## src/rtl/key_pulse_conditioner.sv

```systemverilog
// Debounced one-shot conditioner for the two active-low player buttons (L, R).
// Optional build macro KEY_TIE_CANCEL_EN suppresses both pulses when L and R accept on the same cycle.
module key_pulse_conditioner #(
  parameter int SYNC_STAGES     = 2,
  parameter int DEBOUNCE_CYCLES = 4
) (
  input  logic clk,
  input  logic reset,
  input  logic key_l_n,
  input  logic key_r_n,
  output logic L,
  output logic R,
  output logic held_l,
  output logic held_r
);

  // state     | meaning
  // IDLE      | key released, waiting for a synced press
  // PRESS_CHK | press seen, counting stable pressed samples
  // DOWN      | press accepted (pulse issued), key held
  // REL_CHK   | release seen, counting stable released samples
  typedef enum logic [1:0] {IDLE, PRESS_CHK, DOWN, REL_CHK} state_t;

  localparam int CW = $clog2(DEBOUNCE_CYCLES + 1);
  localparam logic [CW-1:0] CNT_MAX = CW'(DEBOUNCE_CYCLES);
  localparam logic [CW-1:0] CNT_ONE = CW'(1);

  logic [1:0] key_n;
  logic [1:0] accept;
  logic [1:0] pulse;
  logic [1:0] held;
  logic       tie;

  assign key_n = {key_r_n, key_l_n};

`ifdef KEY_TIE_CANCEL_EN
  assign tie = accept[0] & accept[1];
`else
  assign tie = 1'b0;
`endif

  for (genvar i = 0; i < 2; i++) begin : g_ch
    logic [SYNC_STAGES-1:0] sync_q;
    state_t                 state;
    logic [CW-1:0]          cnt;
    logic                   p;
    logic                   pulse_q;
    logic                   held_q;

    assign p         = ~sync_q[SYNC_STAGES-1];
    // Acceptance is the PRESS_CHK -> DOWN transition; a cancelled tie still moves to DOWN.
    assign accept[i] = (state == PRESS_CHK) && p && (cnt == CNT_MAX);

    always_ff @(posedge clk or negedge reset) begin
      if (!reset) begin
        sync_q  <= '1;
        state   <= IDLE;
        cnt     <= '0;
        pulse_q <= 1'b0;
        held_q  <= 1'b0;
      end else begin
        sync_q  <= {sync_q[SYNC_STAGES-2:0], key_n[i]};
        pulse_q <= accept[i] & ~tie;
        case (state)
          IDLE: begin
            if (p) begin
              state <= PRESS_CHK;
              cnt   <= CNT_ONE;
            end
          end
          PRESS_CHK: begin
            if (!p) begin
              state <= IDLE;
              cnt   <= '0;
            end else if (cnt == CNT_MAX) begin
              state  <= DOWN;
              cnt    <= '0;
              held_q <= 1'b1;
            end else begin
              cnt <= cnt + CNT_ONE;
            end
          end
          DOWN: begin
            if (!p) begin
              state <= REL_CHK;
              cnt   <= CNT_ONE;
            end
          end
          REL_CHK: begin
            if (p) begin
              state <= DOWN;
              cnt   <= '0;
            end else if (cnt == CNT_MAX) begin
              state  <= IDLE;
              cnt    <= '0;
              held_q <= 1'b0;
            end else begin
              cnt <= cnt + CNT_ONE;
            end
          end
          default: begin
            state  <= IDLE;
            cnt    <= '0;
            held_q <= 1'b0;
          end
        endcase
      end
    end

    assign pulse[i] = pulse_q;
    assign held[i]  = held_q;
  end

  assign L      = pulse[0];
  assign R      = pulse[1];
  assign held_l = held[0];
  assign held_r = held[1];

endmodule

```

## config.mk

```make
export PLATFORM = sky130hd
export DESIGN_NAME = key_pulse_conditioner
export DESIGN_NICKNAME = d
export VERILOG_FILES = /design/src/rtl/key_pulse_conditioner.sv
export SDC_FILE = /design/constraint.sdc
export NUM_CORES = 1
export LEC_CHECK = 0
export ABC_AREA = 1
export CAP_MARGIN = 5
export CORE_ASPECT_RATIO = 1.25
export CORE_MARGIN = 2
export CORE_UTILIZATION = 54
export DETAILED_ROUTE_END_ITERATION = 16
export PLACE_DENSITY = 0.76
export SLEW_MARGIN = 20
export SYNTH_ARGS = -nofsm -noshare
export SYNTH_HDL_FRONTEND = slang
export SYNTH_SLANG_ARGS = --single-unit
```

## constraint.sdc

```tcl
create_clock -name clk -period 1.3 [get_ports clk]
set_clock_uncertainty 0.1 [all_clocks]
set_input_delay 0.26 -clock clk [delete_from_list [all_inputs] [get_ports clk]]
set_output_delay 0.26 -clock clk [all_outputs]
set_load 0.02 [all_outputs]
```

==> metrics.md <==
| Metric | Value |
|---|---|
| Number of synthesized flops with an enable pin | `0` |
| Placeable core region | `between 1500 and 2000 um2` |
| Maximum fanout along the worst path | `3` |
| Count leader, synth | `sky130_fd_sc_hd__nand2_1` |
| Total Power | `1.89 mW` |
| Standard cell area after detailed placement | `between 900 and 1000 um2` |
| Final setup TNS | `0 ns` |
| RSZ-0062 raised after global routing | `false` |
| Critical Setup Path Class | `flop to flop` |
| Worst Setup EP | `g_ch[0].cnt[0]` |
| Most repeated library cell on the critical path | `sky130_fd_sc_hd__nand2_1` |
| Total of max-cap violations | `0` |
| Hold Crit Class | `input port to async pin` |
| Area fraction of the dominant cell type after synthesis | `40.0%` |
| Average routed wire per standard cell | `10.4 um` |
| Width of the chip | `40.0 um` |
| Remaining number of nets flagged by the antenna check after routing | `0` |
| Number of setup violations in the final report | `0` |
| Clock Root Buffer | `sky130_fd_sc_hd__clkbuf_4` |
| Nets@finish | `124` |
| Total wire length after detailed routing | `between 1 and 1.5 mm` |
| Chip Height | `roughly 49 um` |
| Worst setup EP type | `flop` |
| Yosys warning total | `0` |
| Filler cells | `116` |
| Hold buffers post-CTS | `0` |
| RD Place Congestion | `0.722` |
| Fraction of registers with async set or reset after synthesis | `100%` |
| Share of the clock period used by the worst path | `94.8%` |
| TritonCTS clock tree | `built` |
| Mapped Cells | `~100` |
| Post-synthesis cell type count | `14` |
| CP max stage cell | `sky130_fd_sc_hd__dfrtp_1` |
| Mapped Nets | `about 110` |
| Dpl hpwl | `988 um` |
| Number of global-route vias before repair | `558` |
| Worst-margin pin slew | `0.195 ns` |
| Number of sinks handled by clock tree synthesis | `18` |
| Relative slew margins | `roughly 87%` |
| Flops & latches, synth | `18` |
| Largest net degree at the start of global routing | `19` |
| Sequential share of the synthesized area | `between 50 and 60%` |
| Clock transition at path regs | `0.10 ns` |
| Global-route usage over all layers | `16.2%` |
| Critical path's largest stage delay | `0.42 ns` |
| Cell chain of the critical path | `inv_2 -> ha_4 -> nand2_4 -> nand2_1 -> nand2_1 -> o21ai_1 -> inv_1` |
| Vias per inst | `4.79` |
| Length of the first detailed-routing pass in iterations | `3` |
| Worst path required time | `1.39 ns` |
| IO Port Bufs | `7` |
| Starting density of the core | `56.8%` |
| Predominant post-synthesis flop cell | `sky130_fd_sc_hd__dfrtp_1` |
| Post-synthesis average cell area | `8.67 um2` |
| Main area contributors after synthesis | `sky130_fd_sc_hd__dfrtp_1 (40%), sky130_fd_sc_hd__nand2_1 (15%), sky130_fd_sc_hd__dfstp_2 (12%), sky130_fd_sc_hd__ha_1 (5.7%), sky130_fd_sc_hd__inv_1 (4.3%)` |
| Maximum operating frequency | `811 MHz` |
| Detailed-route via count | `637` |
| Hold Fails Final Rpt | `0` |
| Share of layout cells above drive strength 1 | `32.2%` |
| Critical path arrival | `1.32 ns` |
| Summed instance area of the synthesized netlist | `between 800 and 900 um2` |
| Startpoint of the worst-slack reg-to-reg timing path | `g_ch[0].cnt[0]` |
| FF-to-FF setup slack | `0.07 ns` |
| Maximum resistive drop on vdd | `around 0.00090 V` |
| Remaining design rule violation count | `0` |
| Outcome | `finished clean` |
| Crit. Startpoint | `g_ch[0].cnt[0]` |
| Max-slew violation count | `0` |
| Global-route wire length before repair | `2.19 mm` |
| Std cell rows | `16` |
| Final Instance Area | `1030 um2` |
| Antenna Diode Count | `0` |
| Area grow syn2layout | `18.1%` |
| Crit path time final | `1.23 ns` |
| Antenna violations before repair | `0` |
| Reg2Reg Capture Point | `g_ch[0].cnt[0]` |
| Die Footprint | `1960 um2` |
| Maximum level of the CTS H-tree | `1` |
| Maximum buffer depth of the clock tree | `2` |
| Number of CTS-inserted buffers | `3` |
| Number of violations reported at the end of detailed-routing iteration 0 | `4` |
| Most area-hungry cell type in the Yosys netlist | `sky130_fd_sc_hd__dfrtp_1` |
| Power density over cell area | `1820 nW/um2` |
| Total congestion overflow after global routing | `0` |
| Number of cells on the worst reg-to-reg path | `7` |
| Worst setup SP type | `flop` |
| LEAKAGE | `around 0.56 nW` |
| Most instantiated cells after synthesis | `sky130_fd_sc_hd__nand2_1 (34), sky130_fd_sc_hd__dfrtp_1 (14), sky130_fd_sc_hd__inv_1 (10)` |
| Clock latency at the later pin of the worst-skew pair | `between 0.2 and 0.3 ns` |
| Num ports | `8` |
==> how the worst min path moves through the flow <==
stage	startpoint	endpoint	slack, ns	cells past startpoint
2_1_floorplan	reset	L	-0.14	0
3_3_place_gp	g_ch[0].sync_q[0]	g_ch[0].sync_q[1]	0.25	0
3_5_place_dp	g_ch[1].sync_q[0]	g_ch[1].sync_q[1]	0.25	0
4_1_cts	reset	g_ch[1].cnt[1]	0.20	2
5_1_grt	reset	async pin	0.20	2
6_report	reset	async pin	0.20	2
==> worst max-delay path, delay by kind of cell (launching register included) <==
kind            cells  cell delay [ns]
compound gates      1             0.08
fa+ha+maj           1             0.14
buf+inv             2             0.15
flops               1             0.42
simple gates        3             0.22
==> placed cells by master (no fill, tap or decap) <==
cell type                         Yosys  routed
sky130_fd_sc_hd__nand3_1              2       2
sky130_fd_sc_hd__buf_12               0       1
sky130_fd_sc_hd__dfrtp_1             14      14
sky130_fd_sc_hd__inv_2                9      10
sky130_fd_sc_hd__clkbuf_4             0       3
sky130_fd_sc_hd__ha_2                 0       1
sky130_fd_sc_hd__nor2_8               1       1
sky130_fd_sc_hd__nand2_4              3       3
sky130_fd_sc_hd__buf_4                0       2
sky130_fd_sc_hd__buf_2                0       4
sky130_fd_sc_hd__o21ai_1              6       6
sky130_fd_sc_hd__nor3_4               1       1
sky130_fd_sc_hd__ha_1                 4       2
sky130_fd_sc_hd__ha_4                 0       1
sky130_fd_sc_hd__clkdlybuf4s50_1      0       3
sky130_fd_sc_hd__dfstp_2              4       4
sky130_fd_sc_hd__nand2_1             34      34
sky130_fd_sc_hd__nor2_2               2       2
sky130_fd_sc_hd__nand2_2              3       3
sky130_fd_sc_hd__nor2_1               8       8
sky130_fd_sc_hd__inv_1               10       9
sky130_fd_sc_hd__clkbuf_8             0       1
==> power by group <==
part	total [mW]	leakage [nW]	internal, mW	switching [mW]
Combinational	0.701	0.314	0.279	0.422
Sequential	0.844	0.224	0.710	0.134
Clock	0.340	0.0210	0.171	0.169
Total	1.89	0.559	1.16	0.725
==> layout make-up <==
type / instances / area (um2) / share of cell area [%]
Multi-Input combinational cell: 64 / 364 / 35.2
Sequential cell: 18 / 455 / 44.0
Inverter: 19 / 71.3 / 6.89
Clock buffer: 4 / 36.3 / 3.51
Tap cell: 18 / 22.5 / 2.18
Timing Repair Buffer: 10 / 85.1 / 8.22
==> metal layers <==
metal / GRT usage, % / share of wire (%) / vias up
met5: 0 / 0 / -
met4: 6.90 / 1.7 / 0
met3: 4.11 / 2.7 / 3
met2: 26.3 / 53 / 9
met1: 19.1 / 43 / 296
li1: - / - / 329
==> cells by family after synthesis <==
| group | after synthesis | share of synthesized area (%) |
|---|---|---|
| adders and majority gates | 4 | 5.71 |
| DFF | 18 | 52.0 |
| and+or+nand+nor | 54 | 30.7 |
| buffers and inverters | 19 | 8.14 |
| AOI/OAI and AO/OA | 6 | 3.43 |
==> stage by stage <==
stage	worst slack [ns]	hold WS, ns	util, %	instances
5_1_grt	0.00349	0.202	67.1	133
3_5_place_dp	0.0189	0.248	64.1	127
6_report	0.0675	0.195	67.1	133
3_3_place_gp	0.0239	0.248	64.1	127
2_1_floorplan	0.133	-0.136	-	101
4_1_cts	0.00173	0.199	66.8	131
==> repair_timing <==
action | 4_1_cts | 5_1_grt
endpoints found under the setup margin | 4 | 9
hold endpoints to repair | 0 | 0
pin swaps | 0 | 0
buffers inserted | 0 | 2
gates resized for setup | 12 | 8
Power figures use the tool's default switching activity.
